===== src/rtl/pacman_input_queue.sv =====
// Keycode-to-direction request queue for pacman: a small FIFO of turn requests that expire after
// HOLD_FRAMES frames, plus the pause toggle. Optional macro ARROW_KEYS_EN adds arrow-key mapping.
module pacman_input_queue #(
    parameter int          DEPTH       = 2,
    parameter int          HOLD_FRAMES = 8,
    parameter logic [1:0]  RESET_DIR   = 2'b10
) (
    input  logic       Clk,
    input  logic       Reset_n,
    input  logic       frame_clk,
    input  logic [7:0] keycode,
    output logic       dir_req_valid,
    output logic [1:0] dir_req,
    input  logic       dir_req_ack,
    output logic [1:0] cur_dir,
    output logic       paused,
    output logic [2:0] q_count
);
    localparam int PW = $clog2(DEPTH);
    localparam int TW = $clog2(HOLD_FRAMES + 1);

    typedef enum logic [1:0] {EMPTY, PENDING, PAUSED} state_t;

    state_t          state_reg;
    logic [7:0]      kc_q, kc_p;
    logic [2:0]      fs_reg;
    logic [1:0]      mem_reg [DEPTH];
    logic [PW-1:0]   head_reg;
    logic [2:0]      count_reg;
    logic [1:0]      cur_dir_reg;
    logic [TW-1:0]   to_cnt_reg;

    logic [1:0]      key_dir;
    logic            key_is_dir, key_is_pause;
    logic            press, dir_press, pause_press, frame_tick;
    logic [PW-1:0]   tail_idx, push_idx;
    logic            full, dup, push, timeout_pop, pop;
    logic [2:0]      count_next;

    always_comb begin
        key_dir      = 2'b00;
        key_is_dir   = 1'b0;
        key_is_pause = 1'b0;
        case (kc_q)
            8'h1A: begin key_dir = 2'b00; key_is_dir = 1'b1; end
            8'h16: begin key_dir = 2'b01; key_is_dir = 1'b1; end
            8'h04: begin key_dir = 2'b10; key_is_dir = 1'b1; end
            8'h07: begin key_dir = 2'b11; key_is_dir = 1'b1; end
`ifdef ARROW_KEYS_EN
            8'h52: begin key_dir = 2'b00; key_is_dir = 1'b1; end
            8'h51: begin key_dir = 2'b01; key_is_dir = 1'b1; end
            8'h50: begin key_dir = 2'b10; key_is_dir = 1'b1; end
            8'h4F: begin key_dir = 2'b11; key_is_dir = 1'b1; end
`endif
            8'h13: key_is_pause = 1'b1;
            default: ;
        endcase
    end

    assign press       = (kc_q != kc_p) && (kc_q != 8'h00);
    assign dir_press   = press && key_is_dir;
    assign pause_press = press && key_is_pause;
    // fs_reg[1:0] is the synchronizer; fs_reg[2] is the delayed copy for edge detect
    assign frame_tick  = fs_reg[1] && !fs_reg[2];

    assign tail_idx = head_reg + PW'(count_reg - 3'd1);
    assign push_idx = head_reg + PW'(count_reg);
    assign full     = (count_reg == 3'(DEPTH));

    // Duplicate check always looks at the pre-pop tail, or cur_dir when nothing is queued
    assign dup  = (count_reg == 3'd0) ? (key_dir == cur_dir_reg) : (key_dir == mem_reg[tail_idx]);
    assign push = dir_press && !dup;

    assign timeout_pop = !dir_req_ack && frame_tick && (to_cnt_reg == TW'(HOLD_FRAMES - 1));
    assign pop         = dir_req_ack || timeout_pop;

    always_comb begin
        count_next = count_reg;
        if (pop && !push)
            count_next = count_reg - 3'd1;
        else if (push && !pop && !full)
            count_next = count_reg + 3'd1;
    end

    always_ff @(posedge Clk) begin
        if (!Reset_n) begin
            state_reg   <= EMPTY;
            kc_q        <= 8'h00;
            kc_p        <= 8'h00;
            fs_reg      <= 3'b000;
            head_reg    <= '0;
            count_reg   <= 3'd0;
            cur_dir_reg <= RESET_DIR;
            to_cnt_reg  <= '0;
            for (int i = 0; i < DEPTH; i++)
                mem_reg[i] <= 2'b00;
        end else begin
            kc_q   <= keycode;
            kc_p   <= kc_q;
            fs_reg <= {fs_reg[1:0], frame_clk};
            case (state_reg)
                EMPTY: begin
                    if (pause_press) begin
                        state_reg <= PAUSED;
                    end else if (push) begin
                        mem_reg[push_idx] <= key_dir;
                        count_reg         <= 3'd1;
                        state_reg         <= PENDING;
                    end
                end
                PENDING: begin
                    if (pause_press) begin
                        count_reg  <= 3'd0;
                        to_cnt_reg <= '0;
                        state_reg  <= PAUSED;
                    end else begin
                        if (dir_req_ack)
                            cur_dir_reg <= mem_reg[head_reg];
                        if (pop) begin
                            head_reg   <= head_reg + PW'(1);
                            to_cnt_reg <= '0;
                        end else if (frame_tick) begin
                            to_cnt_reg <= to_cnt_reg + TW'(1);
                        end
                        // When full and popping, push_idx lands on the slot being vacated
                        if (push) begin
                            if (full && !pop)
                                mem_reg[tail_idx] <= key_dir;
                            else
                                mem_reg[push_idx] <= key_dir;
                        end
                        count_reg <= count_next;
                        state_reg <= (count_next == 3'd0) ? EMPTY : PENDING;
                    end
                end
                PAUSED: begin
                    if (pause_press)
                        state_reg <= EMPTY;
                end
                default: state_reg <= EMPTY;
            endcase
        end
    end

    assign dir_req_valid = (state_reg == PENDING);
    assign dir_req       = mem_reg[head_reg];
    assign paused        = (state_reg == PAUSED);
    assign q_count       = count_reg;
    assign cur_dir       = cur_dir_reg;
endmodule


===== config.mk =====
export PLATFORM = sky130hd
export DESIGN_NAME = pacman_input_queue
export DESIGN_NICKNAME = d
export VERILOG_FILES = /design/src/rtl/pacman_input_queue.sv
export SDC_FILE = /design/constraint.sdc
export NUM_CORES = 1
export LEC_CHECK = 0
export BUFFER_PORTS_ARGS = -buffer_cell sky130_fd_sc_hd__buf_4
export CAP_MARGIN = 30
export CORE_UTILIZATION = 45
export DETAILED_ROUTE_END_ITERATION = 8
export SLEW_MARGIN = 40
export SYNTH_ARGS = -nofsm -noshare
export SYNTH_HDL_FRONTEND = slang
export SYNTH_SLANG_ARGS = --single-unit

===== constraint.sdc =====
create_clock -name Clk -period 2.66 [get_ports Clk]
set_input_delay 0.266 -clock Clk [delete_from_list [all_inputs] [get_ports Clk]]
set_output_delay 0.266 -clock Clk [all_outputs]
set_load 0.1 [all_outputs]

# Word level (Yosys, flattened, before mapping)
# Memory sizes are Yosys's and may differ from the RTL's. A register that Yosys moved wholly into a read port is not among the register bits.
# Index checks and enable logic that the tools add are counted.
dict set report totals {
  n_memories 1
  ramBits 4
  ff_bits 31
  word_cells 111
  input_bits 12
}
# name depth width rd rd_ports_with_merged_regs wr line
set mem_list {}
lappend mem_list {mem_reg 2 2 2 1 2 27} ;# logic [1:0] mem_reg [DEPTH];
dict set report classes {
  add_sub_neg 6
  muxes 46
  n_reduce_logical 32
  eq_ne 16
  bitwise_logic 2
}
# cell n
set op_table {}
lappend op_table {{1-bit two-way mux} 28}
lappend op_table {{8-bit by 5-bit equality test with 1-bit output (second input constant)} 3}
lappend op_table {{8-bit by 3-bit equality test with 1-bit output (second input constant)} 2}
lappend op_table {{3-bit two-way mux} 5}
lappend op_table {{2-bit two-way mux} 7}
lappend op_table {{4-bit two-way mux} 3}
lappend op_table {{2-bit case mux with 3 select lines} 2}
lappend op_table {{1-bit logical AND} 11}
lappend op_table {{3-bit AND reduction} 3}
lappend op_table {{8-bit inequality test} 1}
lappend op_table {{8-bit nonzero test} 1}
lappend op_table {{1-bit zero test} 6}
lappend op_table {{3-bit zero test} 2}
lappend op_table {{3-bit case mux with 2 select lines} 1}
lappend op_table {{4-bit by 1-bit adder with 4-bit output (second input constant)} 1}
lappend op_table {{2-bit equality test} 2}
lappend op_table {{4-bit by 3-bit equality test with 1-bit output (second input constant)} 1}
lappend op_table {{2-bit inequality test (second input constant)} 2}
lappend op_table {{2-bit AND reduction} 2}
lappend op_table {{2-bit OR reduction} 2}
lappend op_table {{4-bit OR reduction} 1}
lappend op_table {{3-bit by 1-bit adder with 3-bit output (second input constant)} 1}
lappend op_table {{3-bit by 2-bit equality test with 1-bit output (second input constant)} 1}
lappend op_table {{3-bit inequality test (second input constant)} 1}
lappend op_table {{12 further kinds} 13}

# Longest topological paths before layout
# Gate-level depths: netlist (run 1).
dict set report logic_depth {
  depth_word 17
  depth_mapped 10
}

# Worst setup path after synthesis (run 1)
# No wires, ideal clock.
dict set report synth_timing {
  path_type {reg-to-reg}
  startpoint {reg count_reg[0] (netlist: q_count[0])}
  endpoint {reg state_reg[0]}
  t_arrival_ns 3.000
  path_stages_with_launch 11
  n_path_buf 0
  setup_time_ns 0.120
  setup_slack_ns -0.460
  synth_period_minus_slack_ns 3.120
  cell_sequence {dfxtp_1 -> inv_1 -> ha_1 -> nor2b_1 -> nand2_1 -> o211ai_1 -> a22oi_4 -> nor2_4 -> mux2_2 -> mux2i_1 -> o31a_1}
}
dict set report synth_between {
  elab_chain_cells 15
}
# item line
set synth_lines {}
lappend synth_lines {{from (decl)} 29} ;# logic [2:0] count_reg;
lappend synth_lines {{from (signal assigned)} 132} ;# count_reg <= count_next;
lappend synth_lines {{3-bit by 1-bit subtractor with 3-bit output} 80} ;# count_next = count_reg - 3'd1;
lappend synth_lines {{1-bit adder} 66} ;# assign tail_idx = head_reg + PW'(count_reg - 3'd1);
lappend synth_lines {{memory 2 x 2 bit} -}
lappend synth_lines {{2-bit equality test} 71} ;# assign dup = (count_reg == 3'd0) ? (key_dir == cur_dir_reg) : (key_dir == mem_reg[tail_idx]);
lappend synth_lines {{1-bit two-way mux} 71}
lappend synth_lines {{1-bit zero test} 72} ;# assign push = dir_press && !dup;
lappend synth_lines {{1-bit logical AND} 72}
lappend synth_lines {{1-bit logical AND (2 in series)} 81} ;# else if (push && !pop && !full)
lappend synth_lines {{3-bit two-way mux} 81}
lappend synth_lines {{3-bit two-way mux} 79} ;# if (pop && !push)
lappend synth_lines {{3-bit zero test} 133} ;# state_reg <= (count_next == 3'd0) ? EMPTY : PENDING;
lappend synth_lines {{1-bit two-way mux} 133}
lappend synth_lines {{2-bit two-way mux} 112} ;# if (pause_press) begin
lappend synth_lines {{2-bit case mux with 3 select lines} 101} ;# case (state_reg)
lappend synth_lines {{to (signal assigned)} 133}
lappend synth_lines {{to (decl)} 24} ;# state_t state_reg;
# Several ways; a longest one is shown, not always the timed one.
# A chain may end at the register's enable or synchronous reset.

# Worst setup path in the final report (run 1)
dict set report layout_timing {
  startpoint {reg kc_q[3]}
  endpoint {reg state_reg[0]}
}
dict set report layout_between {
  elab_chain_cells 14
}
# item line
set layout_lines {}
lappend layout_lines {{from (decl)} 25} ;# logic [7:0] kc_q, kc_p;
lappend layout_lines {{from (signal assigned)} 98} ;# kc_q <= keycode;
lappend layout_lines {{8-bit by 3-bit equality test with 1-bit output or 8-bit by 5-bit equality test with 1-bit output (tied branches)} 44} ;# case (kc_q)
lappend layout_lines {{2-bit case mux with 3 select lines} 44}
lappend layout_lines {{2-bit equality test} 71}
lappend layout_lines {{1-bit two-way mux} 71}
lappend layout_lines {{1-bit zero test} 72}
lappend layout_lines {{1-bit logical AND} 72}
lappend layout_lines {{1-bit logical AND (2 in series)} 81}
lappend layout_lines {{3-bit two-way mux} 81}
lappend layout_lines {{3-bit two-way mux} 79}
lappend layout_lines {{3-bit zero test} 133}
lappend layout_lines {{1-bit two-way mux} 133}
lappend layout_lines {{2-bit two-way mux} 112}
lappend layout_lines {{2-bit case mux with 3 select lines} 101}
# Several ways; a longest one is shown, not always the timed one.

==> results of run 1 <==
==> worst max-delay path, cell delays in order, from the launching register on <==
cell     delay [ns]
dfxtp_1        0.31
or3b_1         0.41
or3b_4         0.42
a31o_4         0.23
a22oi_4        0.29
nor2_4         0.11
mux2_4         0.32
o31ai_2        0.26
o31a_1         0.15
==> power breakdown <==
part           total, W  switching (W)  internal (W)
Sequential     0.000586      0.0000183      0.000568
Combinational  0.000191       0.000113     0.0000782
Clock          0.000385       0.000203      0.000182
==> final cells by class <==
| class | count | area share, % |
|---|---|---|
| inverter | 8 | 1.317 |
| multi-input combinational | 160 | 49.92 |
| clock buffer | 5 | 3.017 |
| tap | 50 | 2.743 |
| clock inverter | 3 | 0.8228 |
| timing repair buffer | 26 | 8.557 |
| sequential | 36 | 33.63 |
==> cell usage after synthesis (all sizes together), types with 2 or more instances <==
cell | instances | share of area, %
a21oi | 4 | 1.0
and3 | 3 | 0.97
nor3b | 2 | 0.78
o211ai | 2 | 0.78
nand3 | 8 | 2.1
nor2b | 4 | 1.3
inv | 8 | 1.6
a31o | 3 | 1.8
nor2 | 17 | 3.7
nand2 | 15 | 2.9
clkbuf | 6 | 1.2
or3 | 2 | 0.65
xor2 | 12 | 5.5
o31ai | 2 | 1.0
nor3 | 7 | 1.8
dfxtp | 32 | 33
nand4 | 2 | 0.65
a21boi | 3 | 1.2
mux2 | 4 | 2.5
and2 | 24 | 7.9
mux2i | 6 | 3.1
edfxtp | 4 | 6.2
nor4 | 3 | 1.3
xnor2 | 5 | 2.3
ha | 5 | 3.2
o21ai | 10 | 2.6
or3b | 2 | 1.0
==> timing repair <==
item,CTS,global route
endpoints found under the hold margin,0,0
gates resized for setup,0,7
endpoints found under the setup margin,0,6
==> path summary, 6_finish.rpt <==
check                 end  slack [ns]  cells past startpoint
min               kc_q[7]        0.18                      2
max reg2reg  state_reg[0]        0.11                      8
min reg2reg     fs_reg[1]        0.46                      1
max          state_reg[0]        0.11                      8
==> cells in the final DEF (no fill, tap or decap), types with 6 or more instances in the layout <==
cell type   n
inv_1       8
mux2i_1     6
nand3_1     8
nor2_1     15
buf_4      26
xor2_1     11
o21ai_0     8
nand2_1    15
dfxtp_1    29
and2_1     23
==> layer usage <==
| layer | track usage (%) | vias to the layer above | wire (um) |
|---|---|---|---|
| met1 | 24.54 | 742 | 1889 |
| met2 | 34.13 | 36 | 2112 |
| met4 | 11.17 | 0 | 36 |
| li1 | - | 783 | - |
| met3 | 5.405 | 4 | 166 |
| met5 | 0 | - | 0 |
==> stage by stage <==
stage                     util [%]  hold slack (ns)  area [sq um]  setup slack [ns]  total power (W)
final                        56.21           0.1839          2281            0.1061         0.001163
after global routing         56.21           0.1737          2281          -0.02262         0.001220
after CTS                    55.44           0.1712          2250            0.1194         0.001172
after detailed placement     53.28           0.4352          2162            0.1378        0.0007853
after global placement       53.28           0.4203          2162            0.1980        0.0007799
after floorplan                  -           0.3933          1932           0.06017        0.0007337
==> kinds of logic (layout without fill, tap and decap cells) <==
kind of cell,count (synthesis),count (layout),share of synthesized area [%]
simple gates,93,93,26.64
flops,36,36,39.51
compound gates,35,35,14.23
mux,10,10,5.653
xor+xnor,17,17,7.732
buf+inv,15,42,2.989
fa+ha+maj,5,5,3.249
==> out/results.ini, run 1 <==
[outcome]
status = finished clean

[timing]
setup_viol = 0
max_slew.worst_pin.slew_ns = 0.4944
hold_violations = 0
max_freq_mhz = 391.6
setup_tns_ns = 0
clock_skew_ns = 0.005072
min_period_over_period_pct = 96.01
slew_headroom_pct = 66.76
period_minus_slack_ns = 2.554
maxSlewViolCount = 0
rsz0062_at_grt = yes

[clock_tree]
htree_levels = 2
tritoncts.num_buffers = 5
clkTransAtPathRegs_ns = 0.08
clk_latency_ns = 0.29
clock_sinks = 36
cts_buffer_depth = 2
cts-hold-fix-buffers = 0
cts_tree = built
post_cts_buffers = 0
root_buffer = clkbuf_8

[die]
die_x_um = 67.42
num_rows = 23
chipHeight_um = 67.42
io_pins = 21
fp.coreArea_sq_um = 4058
die_area_sq_um = 4545
initial_core_util_pct = 47.46

[cells_and_area]
drive_gt1_share_pct = 23.53
n_antenna_cell = 0
top_regs = kc_p: 8 flops, kc_q: 8 flops
fillers = 390
multi_input_area_sq_um = 1139
syn2layout_area_growth_pct = 18.45
seq_area_sq_um = 767.0
nNetsFinal = 254
final_cell_count_no_fill = 288

[global_routing]
grt_max_degree = 36
grt_pass1_vias = 1540
grt_antenna_before_repair = 0
track_usage_pct = 20.77
grt_overflow_total = 0
grt_pass1_wl_um = 6982

[logic_synthesis]
synthesis.instances = 211
synth_area_per_cell_sq_um = 9.126
ys.flop_type = dfxtp_1
synth_edf_count = 4
synth-seq-cells = 36
async_reset_ff_share_pct = 0
synth_nets = 228
ys_seq_area_share_pct = 39.51
yosysWarnings = 0
ys_types = 52
syn-cell-area_sq_um = 1926

[pwr]
max-vdd-ir-drop_uv = 223.2
powerDensity_nw_per_um2 = 509.7
leakage_nw = 0.9299

[setup_path]
critPathMaxFanout = 7
crit_arrival_ns = 2.79
cp-start-kind = flip-flop
worstPathRequired_ns = 2.89
crit_type = flip-flop to flip-flop
crit_start = kc_q[3]
crit-reg2reg-launch = kc_q[3]
cp-end-kind = flip-flop

[drt]
routedWlPerCell_um = 14.60
vias = 1565
viasPerCell = 5.434
drc = 0
drt_wl_total_um = 4204
drt_iter0_markers = 96
first_pass_iters = 4
ant_nets = 0

[place]
place_inst = 280
gp_congestion = 0.8927
io_buffers = 20
hpwl_um = 3099

[worst_hold_path]
worstHoldStart = keycode[7]
hp-class = input port to flip-flop

[job]
drv_cap = 0

No activity file was read; power rests on OpenSTA's default activity.
==> run 2, diff against run 1 <==
- CELL_PAD_IN_SITES_DETAIL_PLACEMENT: not set -> 1
- CELL_PAD_IN_SITES_GLOBAL_PLACEMENT: not set -> 1
- CORE_UTILIZATION: 45 -> 44
- PLACE_DENSITY_LB_ADDON: not set -> 0.1
- clock period: 2.66 -> 2.6 ns (I/O delays scaled with it)
==> out/results.ini, run 2 (synthesized netlist as in run 1, its figures left out) <==
[setup_path]
cp-end-kind = flip-flop
worstPathRequired_ns = 2.84
crit_type = flip-flop to flip-flop
cp-start-kind = flip-flop
r2r_slack_ns = 0.03
critPathMaxFanout = 7
crit_arrival_ns = 2.81

[timing]
min_period_over_period_pct = 98.92
setup_slack_ns = 0.02808
slew_headroom_pct = 68.15
max_freq_mhz = 388.8
max_slew.worst_pin.slew_ns = 0.4738
period_minus_slack_ns = 2.572
rsz0062_at_grt = yes
setup_viol = 0
clock_skew_ns = 0.004703
hold_violations = 0
maxSlewViolCount = 0

[cells_and_area]
nNetsFinal = 255
drive_gt1_share_pct = 23.01
layout_common_cells = 29 x dfxtp_1, 27 x buf_4, 23 x and2_1, 15 x nand2_1, 15 x nor2_1
layout_commonest_cell = dfxtp_1
syn2layout_area_growth_pct = 18.26
final_area_sq_um = 2277
n_antenna_cell = 0
seq_area_sq_um = 767.0
multi_input_area_sq_um = 1127
top_regs = kc_p: 8 flops, kc_q: 8 flops
fillers = 484

[die]
io_pins = 21
die_x_um = 68.16
chipHeight_um = 68.16
num_rows = 23
fp.coreArea_sq_um = 4086
initial_core_util_pct = 47.12
die_area_sq_um = 4645

[global_routing]
track_usage_pct = 22.54
grt_antenna_before_repair = 0
grt_util_met2_pct = 38.73
grt_pass1_wl_um = 7645
grt_use_met3_pct = 3.500
top_usage_layer = met2
grt_max_degree = 36
grt_overflow_total = 0
grt_pass1_vias = 1632
global_route.usage.met1_pct = 27.64

[pwr]
powerDensity_nw_per_um2 = 525.9
internal-power_w = 0.0008482
power_frac_comb_pct = 16.7
p_sw_share_pct = 29.18
seqPwrFrac_pct = 50.1
leakage_nw = 0.9319
clkPwrFrac_pct = 33.2
max-vdd-ir-drop_uv = 219.8
p_switching_w = 0.0003494

[clock_tree]
cts_tree = built
tritoncts.num_buffers = 5
cts_buffer_depth = 2
cts-hold-fix-buffers = 0
clk_latency_ns = 0.29
clock_sinks = 36
root_buffer = clkbuf_8
cts_resized = 0
clkTransAtPathRegs_ns = 0.08
post_cts_buffers = 0
htree_levels = 2

[drt]
routedWlPerCell_um = 16.20
vias = 1580
ant_nets = 0
drt_iter0_markers = 57
drt_wl_total_um = 4683
viasPerCell = 5.467
first_pass_iters = 4
drc = 0

[place]
io_buffers = 20
pre_cts_slack_ns = 0.07187
hpwl_um = 3521
placed_cell_area_sq_um = 2170
gp_congestion = 0.8164

[job]
drv_cap = 0

[worst_hold_path]
hp-class = input port to flip-flop

[outcome]
status = finished clean

==> run 2: changes by cell type in the layout (fill, tap and decap cells not counted), sizes merged <==
cell	delta
buf	+1
==> run 2: final timing paths <==
check,start,end,depth (start not counted)
hold reg to reg,fs_reg[0],fs_reg[1],1
hold / removal,keycode[6],kc_q[6],2
setup / recovery,kc_q[3],state_reg[0],8
setup reg to reg,kc_q[3],state_reg[0],8
==> run 2: area by class of cell <==
| type | instances | area share (%) |
|---|---|---|
| clock inverters | 3 | 0.8242 |
| multi-input cells | 160 | 49.51 |
| well taps | 50 | 2.747 |
| repair buffers | 27 | 8.901 |
| clock buffers | 5 | 3.022 |
| inverters | 8 | 1.319 |
| flip-flops and latches | 36 | 33.68 |
==> run 2: through the flow <==
step / TNS, ns / hold WS, ns / power (W) / std cells / util [%]
3_5_place_dp: 0 / 0.4383 / 0.0008083 / 281 / 53.09
5_1_grt: -0.04871 / 0.1630 / 0.001251 / 289 / 55.73
3_3_place_gp: 0 / 0.4207 / 0.0007989 / 281 / 53.09
4_1_cts: 0 / 0.1656 / 0.001209 / 289 / 55.24
2_1_floorplan: 0 / 0.3873 / 0.0007507 / 211 / -
6_report: 0 / 0.1708 / 0.001198 / 289 / 55.73
==> run 2: power by group through the flow <==
stage,Sequential (W),Clock (W),Combinational (W)
floorplan,0.000623,0,0.000128
global placement,0.000610,0,0.000189
finish,0.000600,0.000398,0.000200
global route,0.000602,0.000432,0.000217
detailed placement,0.000612,0,0.000196
CTS,0.000599,0.000412,0.000197
==> run 2: routing by layer <==
metal	share of wire (%)	wire, um	vias up
met2	50	2332	16
li1	-	-	787
met1	47	2180	769
met4	1.6	77	0
met5	0	0	-
met3	2.0	93	8
==> run 2: critical path, cell delays in order, from the launching register on <==
cell and delay [ns]:
dfxtp_1 0.31, or3b_1 0.42, or3b_4 0.42, a31o_4 0.23, a22oi_4 0.29, nor2_4 0.11, mux2_4 0.32, o31ai_2 0.26
o31a_1 0.15
